### src/rtl/sdrc_port_arbiter_pkg.sv
// Shared types and widths for the DDR burst-command port arbiter.
package sdrc_port_arbiter_pkg;

   typedef enum logic [1:0] {
      ARB_ST_IDLE    = 2'd0,
      ARB_ST_WAIT_LO = 2'd1,
      ARB_ST_WAIT_HI = 2'd2
   } arb_st_e;

   localparam int EXT_BUF_MEM_ADDR_WIDTH = 24;
   localparam int SDRC_LEN_W             = 5;

endpackage

### src/rtl/sdrc_port_arbiter_arb_id_fifo.sv
// Synchronous FIFO of requester IDs, one entry per outstanding read burst, in issue order.
module arb_id_fifo
   import sdrc_port_arbiter_pkg::*;
#(
   parameter int DEPTH = 4,
   parameter int W     = 2
) (
   input  logic                              phy_clk,
   input  logic                              rst_n,
   input  logic                              push,
   input  logic [W-1:0]                      push_id,
   input  logic                              pop,
   output logic [W-1:0]                      head_id,
   output logic                              full,
   output logic                              empty,
   output logic [((DEPTH>1)?$clog2(DEPTH):1):0] count
);

   localparam int PW = (DEPTH > 1) ? $clog2(DEPTH) : 1;

   logic [W-1:0]  mem_q [DEPTH];
   logic [W-1:0]  mem_d [DEPTH];
   logic [PW-1:0] wr_ptr_q, wr_ptr_d;
   logic [PW-1:0] rd_ptr_q, rd_ptr_d;
   logic [PW:0]   count_q, count_d;
   logic          do_push, do_pop;

   assign full    = (count_q == (PW+1)'(DEPTH));
   assign empty   = (count_q == '0);
   assign count   = count_q;
   assign head_id = mem_q[rd_ptr_q];

   // A push while full is only honoured if a pop frees the slot in the same cycle.
   assign do_push = push & (~full | pop);
   assign do_pop  = pop & ~empty;

   always_comb begin
      mem_d    = mem_q;
      wr_ptr_d = wr_ptr_q;
      rd_ptr_d = rd_ptr_q;
      count_d  = count_q;
      if (do_push) begin
         mem_d[wr_ptr_q] = push_id;
         wr_ptr_d        = wr_ptr_q + 1'b1;
      end
      if (do_pop) rd_ptr_d = rd_ptr_q + 1'b1;
      case ({do_push, do_pop})
         2'b10:   count_d = count_q + 1'b1;
         2'b01:   count_d = count_q - 1'b1;
         default: count_d = count_q;
      endcase
   end

   always_ff @(posedge phy_clk or negedge rst_n) begin
      if (!rst_n) begin
         mem_q    <= '{default: '0};
         wr_ptr_q <= '0;
         rd_ptr_q <= '0;
         count_q  <= '0;
      end else begin
         mem_q    <= mem_d;
         wr_ptr_q <= wr_ptr_d;
         rd_ptr_q <= rd_ptr_d;
         count_q  <= count_d;
      end
   end

endmodule

### src/rtl/sdrc_port_arbiter.sv
// Round-robin arbiter (urgent override) sharing the DDR burst-command port; steers read beats to
// the requester that owns the oldest outstanding read.
module sdrc_port_arbiter
   import sdrc_port_arbiter_pkg::*;
#(
   parameter int NUM_REQ       = 3,
   parameter int AW            = EXT_BUF_MEM_ADDR_WIDTH,
   parameter int RD_FIFO_DEPTH = 4
) (
   input  logic                             phy_clk,
   input  logic                             rst_n,
   input  logic [NUM_REQ-1:0]               req,
   input  logic [NUM_REQ-1:0]               req_wr,
   input  logic [SDRC_LEN_W*NUM_REQ-1:0]    req_len_minus1,
   input  logic [AW*NUM_REQ-1:0]            req_addr,
   input  logic [NUM_REQ-1:0]               urgent,
   output logic [NUM_REQ-1:0]               gnt,
   output logic                             sdrc_act,
   output logic [AW+SDRC_LEN_W:0]           sdrc_cmd,
   input  logic                             sdrc_ready,
   input  logic                             sdrc_read_done,
   input  logic                             sdrc_rvalid,
   output logic [NUM_REQ-1:0]               rd_valid,
   output logic [NUM_REQ-1:0]               rd_last,
   output logic                             busy,
   output logic                             err_underflow
);

   localparam int ID_W  = (NUM_REQ > 1) ? $clog2(NUM_REQ) : 1;
   localparam int CNT_W = ((RD_FIFO_DEPTH > 1) ? $clog2(RD_FIFO_DEPTH) : 1) + 1;

   // First set bit of mask, scanning upward from ptr with wrap at NUM_REQ-1.
   function automatic logic [ID_W-1:0] rr_pick(input logic [NUM_REQ-1:0] mask,
                                                input logic [ID_W-1:0]    ptr);
      logic [ID_W-1:0] idx;
      logic [ID_W-1:0] pick;
      logic            found;
      pick  = '0;
      found = 1'b0;
      idx   = ptr;
      for (int k = 0; k < NUM_REQ; k++) begin
         if (!found && mask[idx]) begin
            pick  = idx;
            found = 1'b1;
         end
         idx = (idx == ID_W'(NUM_REQ-1)) ? '0 : idx + 1'b1;
      end
      return pick;
   endfunction

   arb_st_e                 state_q, state_d;
   logic [NUM_REQ-1:0]      gnt_q, gnt_d;
   logic                    act_q, act_d;
   logic [AW+SDRC_LEN_W:0]  cmd_q, cmd_d;
   logic [ID_W-1:0]         rr_ptr_q, rr_ptr_d;
   logic                    err_q, err_d;

   logic [NUM_REQ-1:0]      eligible, elig_urg;
   logic [ID_W-1:0]         win;
   logic                    push, pop;
   logic [ID_W-1:0]         head_id;
   logic                    fifo_full, fifo_empty;
   logic [CNT_W-1:0]        fifo_count;

   arb_id_fifo #(
      .DEPTH (RD_FIFO_DEPTH),
      .W     (ID_W)
   ) u_id_fifo (
      .phy_clk (phy_clk),
      .rst_n   (rst_n),
      .push    (push),
      .push_id (win),
      .pop     (pop),
      .head_id (head_id),
      .full    (fifo_full),
      .empty   (fifo_empty),
      .count   (fifo_count)
   );

   // Reads cannot be issued without a free ID slot; writes never need one.
   assign eligible = req & ~(~req_wr & {NUM_REQ{fifo_full}});
   assign elig_urg = eligible & urgent;
   assign win      = rr_pick((|elig_urg) ? elig_urg : eligible, rr_ptr_q);

   always_comb begin
      state_d  = state_q;
      gnt_d    = '0;
      act_d    = 1'b0;
      cmd_d    = cmd_q;
      rr_ptr_d = rr_ptr_q;
      push     = 1'b0;
      case (state_q)
         ARB_ST_IDLE: begin
            if (sdrc_ready && |eligible) begin
               state_d  = ARB_ST_WAIT_LO;
               act_d    = 1'b1;
               gnt_d    = NUM_REQ'(1) << win;
               cmd_d    = {req_wr[win],
                           req_len_minus1[SDRC_LEN_W*int'(win) +: SDRC_LEN_W],
                           req_addr[AW*int'(win) +: AW]};
               push     = ~req_wr[win];
               rr_ptr_d = (win == ID_W'(NUM_REQ-1)) ? '0 : win + 1'b1;
            end
         end
         // sdrc_ready is still stale in the act cycle, so it is ignored here.
         ARB_ST_WAIT_LO: state_d = ARB_ST_WAIT_HI;
         ARB_ST_WAIT_HI: if (sdrc_ready) state_d = ARB_ST_IDLE;
         default:        state_d = ARB_ST_IDLE;
      endcase
   end

   assign pop   = sdrc_read_done & ~fifo_empty;
   assign err_d = err_q | (fifo_empty & (sdrc_rvalid | sdrc_read_done));

   always_ff @(posedge phy_clk or negedge rst_n) begin
      if (!rst_n) begin
         state_q  <= ARB_ST_IDLE;
         gnt_q    <= '0;
         act_q    <= 1'b0;
         cmd_q    <= '0;
         rr_ptr_q <= '0;
         err_q    <= 1'b0;
      end else begin
         state_q  <= state_d;
         gnt_q    <= gnt_d;
         act_q    <= act_d;
         cmd_q    <= cmd_d;
         rr_ptr_q <= rr_ptr_d;
         err_q    <= err_d;
      end
   end

   assign gnt           = gnt_q;
   assign sdrc_act      = act_q;
   assign sdrc_cmd      = cmd_q;
   assign err_underflow = err_q;
   assign busy          = (state_q != ARB_ST_IDLE) | (fifo_count != '0);
   assign rd_valid      = fifo_empty ? '0 : (NUM_REQ'(sdrc_rvalid) << head_id);
   assign rd_last       = fifo_empty ? '0 : (NUM_REQ'(sdrc_read_done) << head_id);

endmodule

### config.mk
export PLATFORM = sky130hd
export DESIGN_NAME = sdrc_port_arbiter
export DESIGN_NICKNAME = d
export VERILOG_FILES = /design/src/rtl/sdrc_port_arbiter_pkg.sv /design/src/rtl/sdrc_port_arbiter_arb_id_fifo.sv /design/src/rtl/sdrc_port_arbiter.sv
export SDC_FILE = /design/constraint.sdc
export NUM_CORES = 1
export LEC_CHECK = 0
export CORE_ASPECT_RATIO = 2
export CORE_MARGIN = 10
export CORE_UTILIZATION = 45
export CTS_BUF_LIST = sky130_fd_sc_hd__clkbuf_8
export DETAILED_ROUTE_END_ITERATION = 8
export GPL_TIMING_DRIVEN = 0
export PLACE_DENSITY = 0.95
export REMOVE_ABC_BUFFERS = 1
export SLEW_MARGIN = 10
export SYNTH_ARGS = -nofsm -noshare
export SYNTH_HDL_FRONTEND = slang
export SYNTH_HIERARCHICAL = 1
export SYNTH_SLANG_ARGS = --single-unit
### constraint.sdc
create_clock -name phy_clk -period 6.15 [get_ports phy_clk]
set_input_delay 1.23 -clock phy_clk [delete_from_list [all_inputs] [get_ports phy_clk]]
set_output_delay 1.23 -clock phy_clk [all_outputs]
set_load 0.01 [all_outputs]
==> impl_metrics.csv, run 1 <==
group,metric,value,unit
setup_path,reg2reg_to,"u_id_fifo/count[2]$_DFFE_PN0P_",
placement,dp_cells,462,
floorplan,rows,40,
setup_path,crit_fanout,17,
final_layout,fillerInstances,394,
drt,vias,2703,
yosys,seq_area_frac_synth,47.6,%
sta,rsz0062_at_grt,"no",
final_layout,final-seq-area,0.00135,mm2
yosys,ys_warn_count,6,
final_layout,nets,492,
floorplan,num_io_pins,143,
yosys,synth_cell_type_count,46,
sta,period_minus_slack,4.73,ns
clock_tree,cts_root_buf,"clkbuf_8",
sta,slew_viol_final,0,
drt,vias_per_cell,5.75,
floorplan,core-area,0.00606,mm2
yosys,syn-instance-count,248,
yosys,ys_top_cells_by_area,"dfrtp_1 (48%), a221o_1 (6.3%), a22o_1 (5.9%), a221oi_1 (3.7%), o2bb2ai_1 (3.7%)",
clock_tree,clock_sinks,54,
placement,io_buffer_count,142,
worst_hold_path,hold_path.startpoint,"err_underflow$_DFF_PN0_",
setup_path,critPathRequiredTime,6.38,ns
global_route,track_usage,18.9,%
floorplan,dieArea,0.0101,mm2
power_and_ir_drop,cell_internal_pwr,1.23,mW
yosys,synth_seq_cells,54,
yosys,syn-cell-area,0.00284,mm2
power_and_ir_drop,leakagePower,1.86,nW
power_and_ir_drop,switchingPower,0.691,mW
final_layout,fin_util,74.0,%
sta,fmax,211,MHz
yosys,synthFlopType,"dfrtp_1",
power_and_ir_drop,vdd_drop_max,0.246,mV
setup_path,critPathArrivalTime,4.96,ns
placement,gp_congestion,0.868,
sta,hold_violations,0,
drt,routed_wirelength,9990,um
drt,drt_iter0_markers,227,
power_and_ir_drop,power_frac_seq,33.6,%
final_layout,stdcell_count,470,
sta,finalSetupViolations,0,
final_layout,n_antenna_cell,0,
drt,ant_nets,0,
yosys,async_flop_share,100,%
power_and_ir_drop,switching_share,35.9,%
floorplan,die_w,76.2,um
setup_path,rr_worst_depth,15,
clock_tree,cts_tree,"done",
yosys,synth_edf_count,0,
yosys,synth_top_area_cell,"dfrtp_1",
power_and_ir_drop,power_per_cell_area,429,mW/mm2
placement,dp_hpwl,7880,um
sta,maxSlewHeadroom,25.8,%
setup_path,r2r-start,"u_id_fifo/count[1]$_DFFE_PN0P_",
clock_tree,cts_buffers,5,
clock_tree,path_clk_slew,0.09,ns
global_route,grt_overflow,0,
drt,drt_pass1_iterations,4,
power_and_ir_drop,power_frac_comb,51.3,%
final_layout,area_growth,57.9,%
setup_path,worstSetupStartpointType,"input port",
setup_path,worstSetupPathType,"in -> reg",
yosys,synth_area_per_cell,11.4,um2
status,run_status,"complete, no violations",
global_route,grt_pass1_vias,3109,
clock_tree,postCtsHoldBufs,0,
sta,fin_skew,0.00403,ns
drt,wire_per_inst,21.3,um
flow_run,drv_cap,0,
final_layout,drive_gt1_share,8.29,%
power_and_ir_drop,p_clk_share,15.1,%
floorplan,die_y,132,um
setup_path,reg2reg_setup_slack,2.10,ns
floorplan,start_util,46.9,%
clock_tree,cts_buffer_depth,2,
yosys,synth_top_area_share,47.6,%
sta,post-route-period-util,76.9,%
worst_hold_path,hold_end,"err_underflow$_DFF_PN0_",
worst_hold_path,holdPathStages,1,
setup_path,critical_path.endpoint_type,"register",
drt,drc,0,
clock_tree,insertion_delay,0.31,ns
clock_tree,cts_max_level,2,
sta,worst_pin_slew,1.11,ns
global_route,grt_max_degree,39,
global_route,grt_pass1_wl,15600,um
clock_tree,post_cts_buffers,0,
final_layout,multi_input_comb_area,0.00141,mm2
sta,setup_tns,0,ns
worst_hold_path,min_path_type,"reg -> reg",
clock_tree,cts-resized-gates,0,
global_route,antenna_found_initial,0,
[per-stage QoR]
step	total power, mW	worst slack, ns	instance area, um2	hold slack, ns
2_1_floorplan	1.15	2.10	2780	0.451
3_3_place_gp	1.57	0.992	4300	0.448
3_5_place_dp	1.63	0.862	4330	0.464
5_1_grt	2.03	1.33	4480	0.528
4_1_cts	1.93	1.14	4470	0.489
6_report	1.92	1.42	4480	0.484
[layout by cell type (no fill, tap or decap), types with 2 or more instances in the layout]
master and count:
clkdlybuf4s50_1 141, mux4_2 2, nor2_1 24, a21o_1 3, clkbuf_8 6, ha_1 5
inv_1 9, and2_1 5, dfrtp_1 54, a221oi_1 12, a221o_1 18, o2bb2ai_1 12
xor2_1 3, nor3_1 5, bufinv_16 2, a22o_1 19, nand2_1 11, nand2b_1 10
a21oi_1 3, mux2i_1 2, xnor2_1 3, mux2_2 9
[synthesized netlist by cell type, types with 2 or more instances]
master and instances:
a211oi_2 2, clkbuf_1 9, a22o_1 19, xor2_1 3, ha_1 5, inv_1 9, and2_1 5, mux2i_1 2
nand2b_1 10, mux4_2 2, o2bb2ai_1 12, mux2_2 9, dfrtp_1 54, nand2_1 11, a221o_1 18, buf_2 3
nor3_1 5, a21oi_1 4, a221oi_1 12, a21o_1 3, nor2_1 24, xnor2_1 3
[cell families after synthesis]
kind of cell	count (synthesis)	share of synthesized area, %
compound gates	82	26.2
xor+xnor	6	1.85
fa+ha+maj	7	3.31
buf+inv	23	3.44
flops	54	47.6
mux	13	5.86
simple gates	63	11.7
[registers in the layout, summed over array words and instances (netlist names)]
| name | count |
|---|---|
| sdrc_cmd | 30 |
| u_id_fifo/mem_q | 8 |
| gnt | 3 |
| u_id_fifo/count | 3 |
| rr_ptr_q | 2 |
| state_q | 2 |
| u_id_fifo/rd_ptr_q | 2 |
| u_id_fifo/wr_ptr_q | 2 |
| err_underflow | 1 |
| sdrc_act | 1 |
[layer usage]
layer | vias to the layer above | share of wire, % | GRT usage (%)
li1 | 1223 | - | -
met1 | 1319 | 34 | 18.0
met2 | 145 | 54 | 35.0
met3 | 16 | 9.8 | 7.38
met4 | 0 | 2.3 | 7.38
met5 | - | 0 | 0
[worst max path at each step]
stage                    from                              to  cells past startpoint
floorplan           req_wr[2]  u_id_fifo/count[2]$_DFFE_PN0P_                     13
global placement    urgent[1]  u_id_fifo/count[2]$_DFFE_PN0P_                     14
detailed placement  urgent[1]  u_id_fifo/count[2]$_DFFE_PN0P_                     14
CTS                 urgent[1]  u_id_fifo/count[2]$_DFFE_PN0P_                     14
global route        urgent[1]  u_id_fifo/count[2]$_DFFE_PN0P_                     14
finish              urgent[1]  u_id_fifo/count[2]$_DFFE_PN0P_                     14
[power by group through the flow]
| stage | sequential [mW] | clock (mW) | combinational, mW |
|---|---|---|---|
| finish | 0.646 | 0.290 | 0.986 |
| global route | 0.666 | 0.304 | 1.06 |
| CTS | 0.645 | 0.293 | 0.993 |
| detailed placement | 0.648 | 0 | 0.985 |
| global placement | 0.635 | 0 | 0.932 |
| floorplan | 0.672 | 0 | 0.474 |
[final cells by class]
type / count / share of cell area, %
Clock buffer: 6 / 1.84
Clock inverter: 2 / 1.34
Inverter: 10 / 0.838
Multi-Input combinational cell: 171 / 31.4
Sequential cell: 54 / 30.2
Tap cell: 84 / 2.35
Timing Repair Buffer: 143 / 32.1
[worst max-delay path, stage by stage]
cell,delay [ns]
clkdlybuf4s50_1,0.53
inv_2,0.08
maj3_2,0.31
a221o_1,0.42
a211oi_4,0.71
a22o_1,0.31
nor3_1,0.12
nand2b_4,0.17
ha_1,0.19
inv_1,0.07
fa_1,0.38
xor2_1,0.15
nor2_1,0.12
xor2_1,0.18
Note: power is estimated with default switching activity, not from simulation.
==> run 2, diff against run 1 <==
CORE_UTILIZATION = 41   (was 45)
PLACE_DENSITY = 0.89   (was 0.95)
clock period = 4.8 ns   (was 6.15 ns; I/O delays follow)
==> run 2 against run 1 <==
Worst setup slack worse by 1.0 ns. Die area increased by 7.7%. Critical path type unchanged. Clock power fell by 6%. Core utilization decreased by 7.4 points. Register-to-register slack worse by 1.3 ns. Total power increased by 22%. Sequential power up 27%. Design area shrank 0.87%. Cell count grew 0.85%. Via count shrank 1.6%. Wire length is 4.4% lower. Clock-buffer cell count did not move.
==> impl_metrics.csv, run 2 (same netlist as run 1, synthesis figures left out) <==
group,metric,value,unit
status,run_status,"complete, no violations",
power_and_ir_drop,leakagePower,1.83,nW
drt,vias_per_cell,5.61,
setup_path,critPathArrivalTime,4.61,ns
sta,period_minus_slack,4.38,ns
sta,setup_tns,0,ns
worst_hold_path,min_path_type,"reg -> reg",
setup_path,critPathRequiredTime,5.04,ns
clock_tree,insertion_delay,0.31,ns
setup_path,cp_num_cells,14,
global_route,grt_pass1_wl,15400,um
setup_path,critical_path.endpoint_type,"register",
sta,maxSlewHeadroom,22.0,%
global_route,antenna_found_initial,0,
global_route,grt_overflow,0,
final_layout,final_cell_area,0.00444,mm2
clock_tree,cts_max_level,2,
setup_path,rr_worst_depth,15,
clock_tree,cts_buffers,5,
placement,post-place-ws,-0.149,ns
clock_tree,cts_buffer_depth,2,
sta,rsz0062_at_grt,"no",
setup_path,worstSetupPathType,"in -> reg",
sta,worst_pin_slew,1.17,ns
worst_hold_path,holdPathStages,1,
placement,postPlaceCellArea,0.00434,mm2
drt,routed.top_layer,"met4",
final_layout,layout_common_cells,"clkdlybuf4s50_1 (141), dfrtp_1 (54), nor2_1 (24)",
drt,wl_met1,3220,um
floorplan,dieArea,0.0109,mm2
final_layout,area_growth,56.5,%
sta,post-route-period-util,91.2,%
floorplan,num_io_pins,143,
drt,drc,0,
clock_tree,postCtsHoldBufs,0,
drt,routed_wirelength,9560,um
final_layout,largest_reg_flops,30,
final_layout,n_antenna_cell,0,
drt,drt_iter0_markers,135,
setup_path,endpoint,"u_id_fifo/count[2]$_DFFE_PN0P_",
drt,wire_per_inst,20.2,um
placement,gp_congestion,0.900,
setup_path,worstSetupStartpointType,"input port",
sta,fmax,228,MHz
floorplan,core-area,0.00667,mm2
clock_tree,cts_root_buf,"clkbuf_8",
clock_tree,clock_sinks,54,
setup_path,crit_fanout,17,
global_route,grt_pass1_vias,3047,
sta,hold_ws,0.477,ns
setup_path,cp.buffers_inverters,3,
drt,route.met2.wl,5350,um
setup_path,cp_cell_sequence,"clkdlybuf4s50_1 > inv_2 > maj3_2 > a221o_1 > a211oi_4 > a22o_1 > nor3_1 > nand2b_4 > ha_1 > inv_1 > fa_1 > xor2_1 > nor2_1 > xor2_1",
sta,finalSetupViolations,0,
setup_path,reg2reg_to,"u_id_fifo/count[2]$_DFFE_PN0P_",
setup_path,crit_slowest_cell,"a211oi_4",
drt,drt_pass1_iterations,4,
placement,io_buffer_count,142,
final_layout,nets,492,
setup_path,crit_family,"compound AO/OA/AOI/OAI gates",
floorplan,die_y,138,um
clock_tree,cts_tree,"done",
global_route,grt_max_degree,39,
floorplan,rows,42,
global_route,track_usage,17.6,%
setup_path,crit_top_cell,"xor2_1",
sta,hold_violations,0,
floorplan,start_util,42.5,%
setup_path,reg2reg_setup_slack,0.84,ns
final_layout,drive_gt1_share,8.29,%
power_and_ir_drop,vdd_drop_max,0.330,mV
drt,vias,2661,
floorplan,die_w,78.8,um
power_and_ir_drop,power_per_cell_area,526,mW/mm2
setup_path,r2r-start,"u_id_fifo/count[0]$_DFFE_PN0P_",
drt,wl_met3,805,um
clock_tree,path_clk_slew,0.10,ns
sta,fin_skew,0.00705,ns
sta,fin_ws,0.423,ns
final_layout,layout_commonest_cell,"clkdlybuf4s50_1",
setup_path,cp-startpoint,"urgent[1]",
placement,dp_hpwl,7670,um
setup_path,cpPeakStageDelay,0.67,ns
sta,slew_viol_final,0,
flow_run,drv_cap,0,
drt,ant_nets,0,
run 2: changes by cell type in the layout (fill, tap and decap cells not counted), sizes merged:
cell	before	now
clkinvlp	0	1
bufinv	2	0
inv	10	11
run 2: stage by stage:
stage                     total power, mW  instances  utilization, %
final                                2.34        474            66.6
after floorplan                      1.47        235               -
after global routing                 2.50        474            66.6
after global placement               2.01        465            64.6
after CTS                            2.36        474            66.4
after detailed placement             2.07        466            65.0
run 2: timing repair:
action                     in CTS  in global routing
buffers inserted                0                  0
setup endpoints to repair       0                  1
resized for setup               0                  1
run 2: cell type report:
type	instances	area, um2
timing repair buffer	143	1440
inverter	10	37.5
sequential	54	1350
clock inverter	2	16.3
clock buffer	6	82.6
fill	531	2230
tap	88	110
multi-input combinational	171	1410
run 2: worst min-delay path by stage:
stage                            start                      end
3_3_place_gp   err_underflow$_DFF_PN0_  err_underflow$_DFF_PN0_
5_1_grt         state_q[0]$_DFFE_PN0P_   state_q[1]$_DFFE_PN0P_
2_1_floorplan   state_q[1]$_DFFE_PN0P_   state_q[1]$_DFFE_PN0P_
6_report        state_q[0]$_DFFE_PN0P_   state_q[1]$_DFFE_PN0P_
4_1_cts         state_q[0]$_DFFE_PN0P_   state_q[1]$_DFFE_PN0P_
3_5_place_dp   err_underflow$_DFF_PN0_  err_underflow$_DFF_PN0_
run 2: power by group:
| part | switching [mW] | internal [mW] | leakage, nW |
|---|---|---|---|
| combinational | 0.549 | 0.689 | 1.13 |
| sequential | 0.159 | 0.664 | 0.658 |
| clock | 0.155 | 0.119 | 0.0478 |
run 2: worst register-to-register path, cell delays in order, from the launching register on:
cell      delay, ns
dfrtp_1        0.48
inv_1          0.15
and3_1         0.22
nand2b_1       0.14
and2_1         0.17
a221o_1        0.42
a211oi_4       0.67
a22o_1         0.28
nor3_1         0.11
nand2b_4       0.17
ha_1           0.19
inv_1          0.06
fa_1           0.37
xor2_1         0.16
nor2_1         0.13
xor2_1         0.16
run 2: metal layers:
layer,GRT usage [%],vias to the layer above
met1,16.7,1308
met2,33.2,119
met5,0,-
li1,-,1220
met3,6.66,14
met4,6.11,0
==> run 3, diff against run 2 <==
CORE_UTILIZATION = 37   (was 41)
PLACE_DENSITY = 0.82   (was 0.89)
==> run 3 against run 2 <==
Fmax fell by 0.79%. Via count fell by 0.64%. Sequential power barely moved. Global-route usage fell by 1.6 points. Sequential share of layout area fell by 0.10 points. Hold slack barely moved. Combinational power barely moved. Design area rose by 0.34%. Clock power fell by 4%. Die area rose by 8.6%. Critical path type unchanged. Highest routed layer unchanged.
==> impl_metrics.csv, run 3 (same netlist as run 1, synthesis figures left out) <==
group,metric,value,unit
clock_tree,clock_sinks,54,
final_layout,drive_gt1_share,8.27,%
drt,drt_pass1_iterations,4,
drt,routed_wirelength,9490,um
sta,finalSetupViolations,0,
sta,fmax,227,MHz
power_and_ir_drop,power,2.33,mW
drt,ant_nets,0,
final_layout,nets,493,
power_and_ir_drop,vdd_drop_max,0.259,mV
floorplan,num_io_pins,143,
setup_path,crit_family,"compound AO/OA/AOI/OAI gates",
global_route,track_usage,16.0,%
clock_tree,path_clk_slew,0.09,ns
placement,dp_hpwl,7580,um
setup_path,critPathArrivalTime,4.65,ns
sta,worst_pin_slew,1.19,ns
final_layout,area_growth,57.1,%
setup_path,cp.buffers_inverters,3,
setup_path,crit_top_cell,"xor2_1",
clock_tree,post_cts_buffers,0,
global_route,antenna_found_initial,0,
power_and_ir_drop,power_per_cell_area,522,mW/mm2
placement,io_buffer_count,142,
placement,gp_congestion,0.851,
final_layout,layout_commonest_cell,"clkdlybuf4s50_1",
drt,drt_iter0_markers,176,
sta,rsz0062_at_grt,"no",
clock_tree,cts_buffer_depth,2,
clock_tree,cts-resized-gates,0,
clock_tree,cts_max_level,2,
setup_path,worstSetupPathType,"in -> reg",
sta,maxSlewHeadroom,20.5,%
global_route,grt_overflow,0,
final_layout,n_antenna_cell,0,
clock_tree,cts_tree,"done",
worst_hold_path,min_path_type,"reg -> reg",
power_and_ir_drop,leakagePower,1.84,nW
global_route,grt_pass1_vias,2907,
setup_path,crit_slowest_cell,"a211oi_4",
setup_path,crit_fanout,17,
global_route,grt_pass1_wl,14600,um
sta,hold_violations,0,
sta,setup_tns,0,ns
clock_tree,insertion_delay,0.31,ns
clock_tree,cts_buffers,5,
placement,dp_cells,473,
setup_path,cp_cell_sequence,"clkdlybuf4s50_1 > inv_2 > maj3_2 > a221o_1 > a211oi_4 > a22o_1 > nor3_1 > nand2b_4 > ha_1 > inv_1 > fa_1 > xor2_1 > nor2_1 > xor2_1",
drt,vias,2644,
setup_path,critPathRequiredTime,5.04,ns
final_layout,largest_reg_flops,30,
drt,wire_per_inst,19.7,um
sta,period_minus_slack,4.41,ns
floorplan,dieArea,0.0118,mm2
flow_run,drv_cap,0,
status,run_status,"complete, no violations",
sta,post-route-period-util,91.9,%
clock_tree,postCtsHoldBufs,0,
final_layout,layout_common_cells,"clkdlybuf4s50_1 (141), dfrtp_1 (54), nor2_1 (24)",
final_layout,fin_util,59.1,%
setup_path,worstSetupStartpointType,"input port",
sta,fin_skew,0.00809,ns
drt,vias_per_cell,5.50,
floorplan,start_util,37.6,%
setup_path,cpPeakStageDelay,0.71,ns
sta,slew_viol_final,0,
setup_path,critical_path.endpoint_type,"register",
floorplan,core-area,0.00754,mm2
floorplan,die_w,81.9,um
clock_tree,cts_root_buf,"clkbuf_8",
global_route,grt_max_degree,39,
floorplan,rows,45,
drt,drc,0,
floorplan,die_y,144,um
final_layout,stdcell_count,481,
==> run 3: power by group <==
group	internal [mW]	switching, mW	leakage (nW)
clock network	0.115	0.148	0.0524
registers	0.664	0.156	0.658
logic	0.695	0.550	1.13
total	1.47	0.854	1.84
==> run 3: per-stage QoR <==
| stage | setup slack [ns] | hold WS, ns | cell area, um2 |
|---|---|---|---|
| after detailed placement | -0.271 | 0.474 | 4360 |
| after global placement | -0.148 | 0.451 | 4320 |
| after floorplan | 1.02 | 0.451 | 2780 |
| final | 0.388 | 0.477 | 4460 |
| after CTS | 0.0603 | 0.487 | 4450 |
| after global routing | 0.259 | 0.507 | 4460 |
==> run 3: final timing paths <==
| check | start | endpoint | slack [ns] | cells after the start |
|---|---|---|---|---|
| min reg2reg | state_q[0]$_DFFE_PN0P_ | state_q[1]$_DFFE_PN0P_ | 0.48 | 1 |
| max reg2reg | u_id_fifo/count[0]$_DFFE_PN0P_ | u_id_fifo/count[2]$_DFFE_PN0P_ | 0.78 | 15 |
| min | state_q[0]$_DFFE_PN0P_ | state_q[1]$_DFFE_PN0P_ | 0.48 | 1 |
| min in group asynchronous | rst_n | sdrc_cmd[29]$_DFFE_PN0P_ | 0.65 | 1 |
| max in group asynchronous | rst_n | u_id_fifo/mem_q[4]$_DFFE_PN0P_ | 3.57 | 2 |
| max | urgent[1] | u_id_fifo/count[2]$_DFFE_PN0P_ | 0.39 | 14 |
==> run 3: layout make-up <==
cell class,count,area [um2]
multi-input cells,171,1410
repair buffers,144,1450
clock inverters,2,8.76
flip-flops and latches,54,1350
fillers,654,3090
inverters,10,37.5
well taps,94,118
clock buffers,6,82.6
==> run 3: metal layers <==
metal  vias to the layer above  share of wire, %  wire, um  track usage [%]
met1                      1288                35      3290             15.7
met2                       116                55      5250             28.9
met3                        21               7.9       746             6.13
li1                       1219                 -         -                -
met5                         -                 0         0                0
met4                         0               2.2       210             5.59
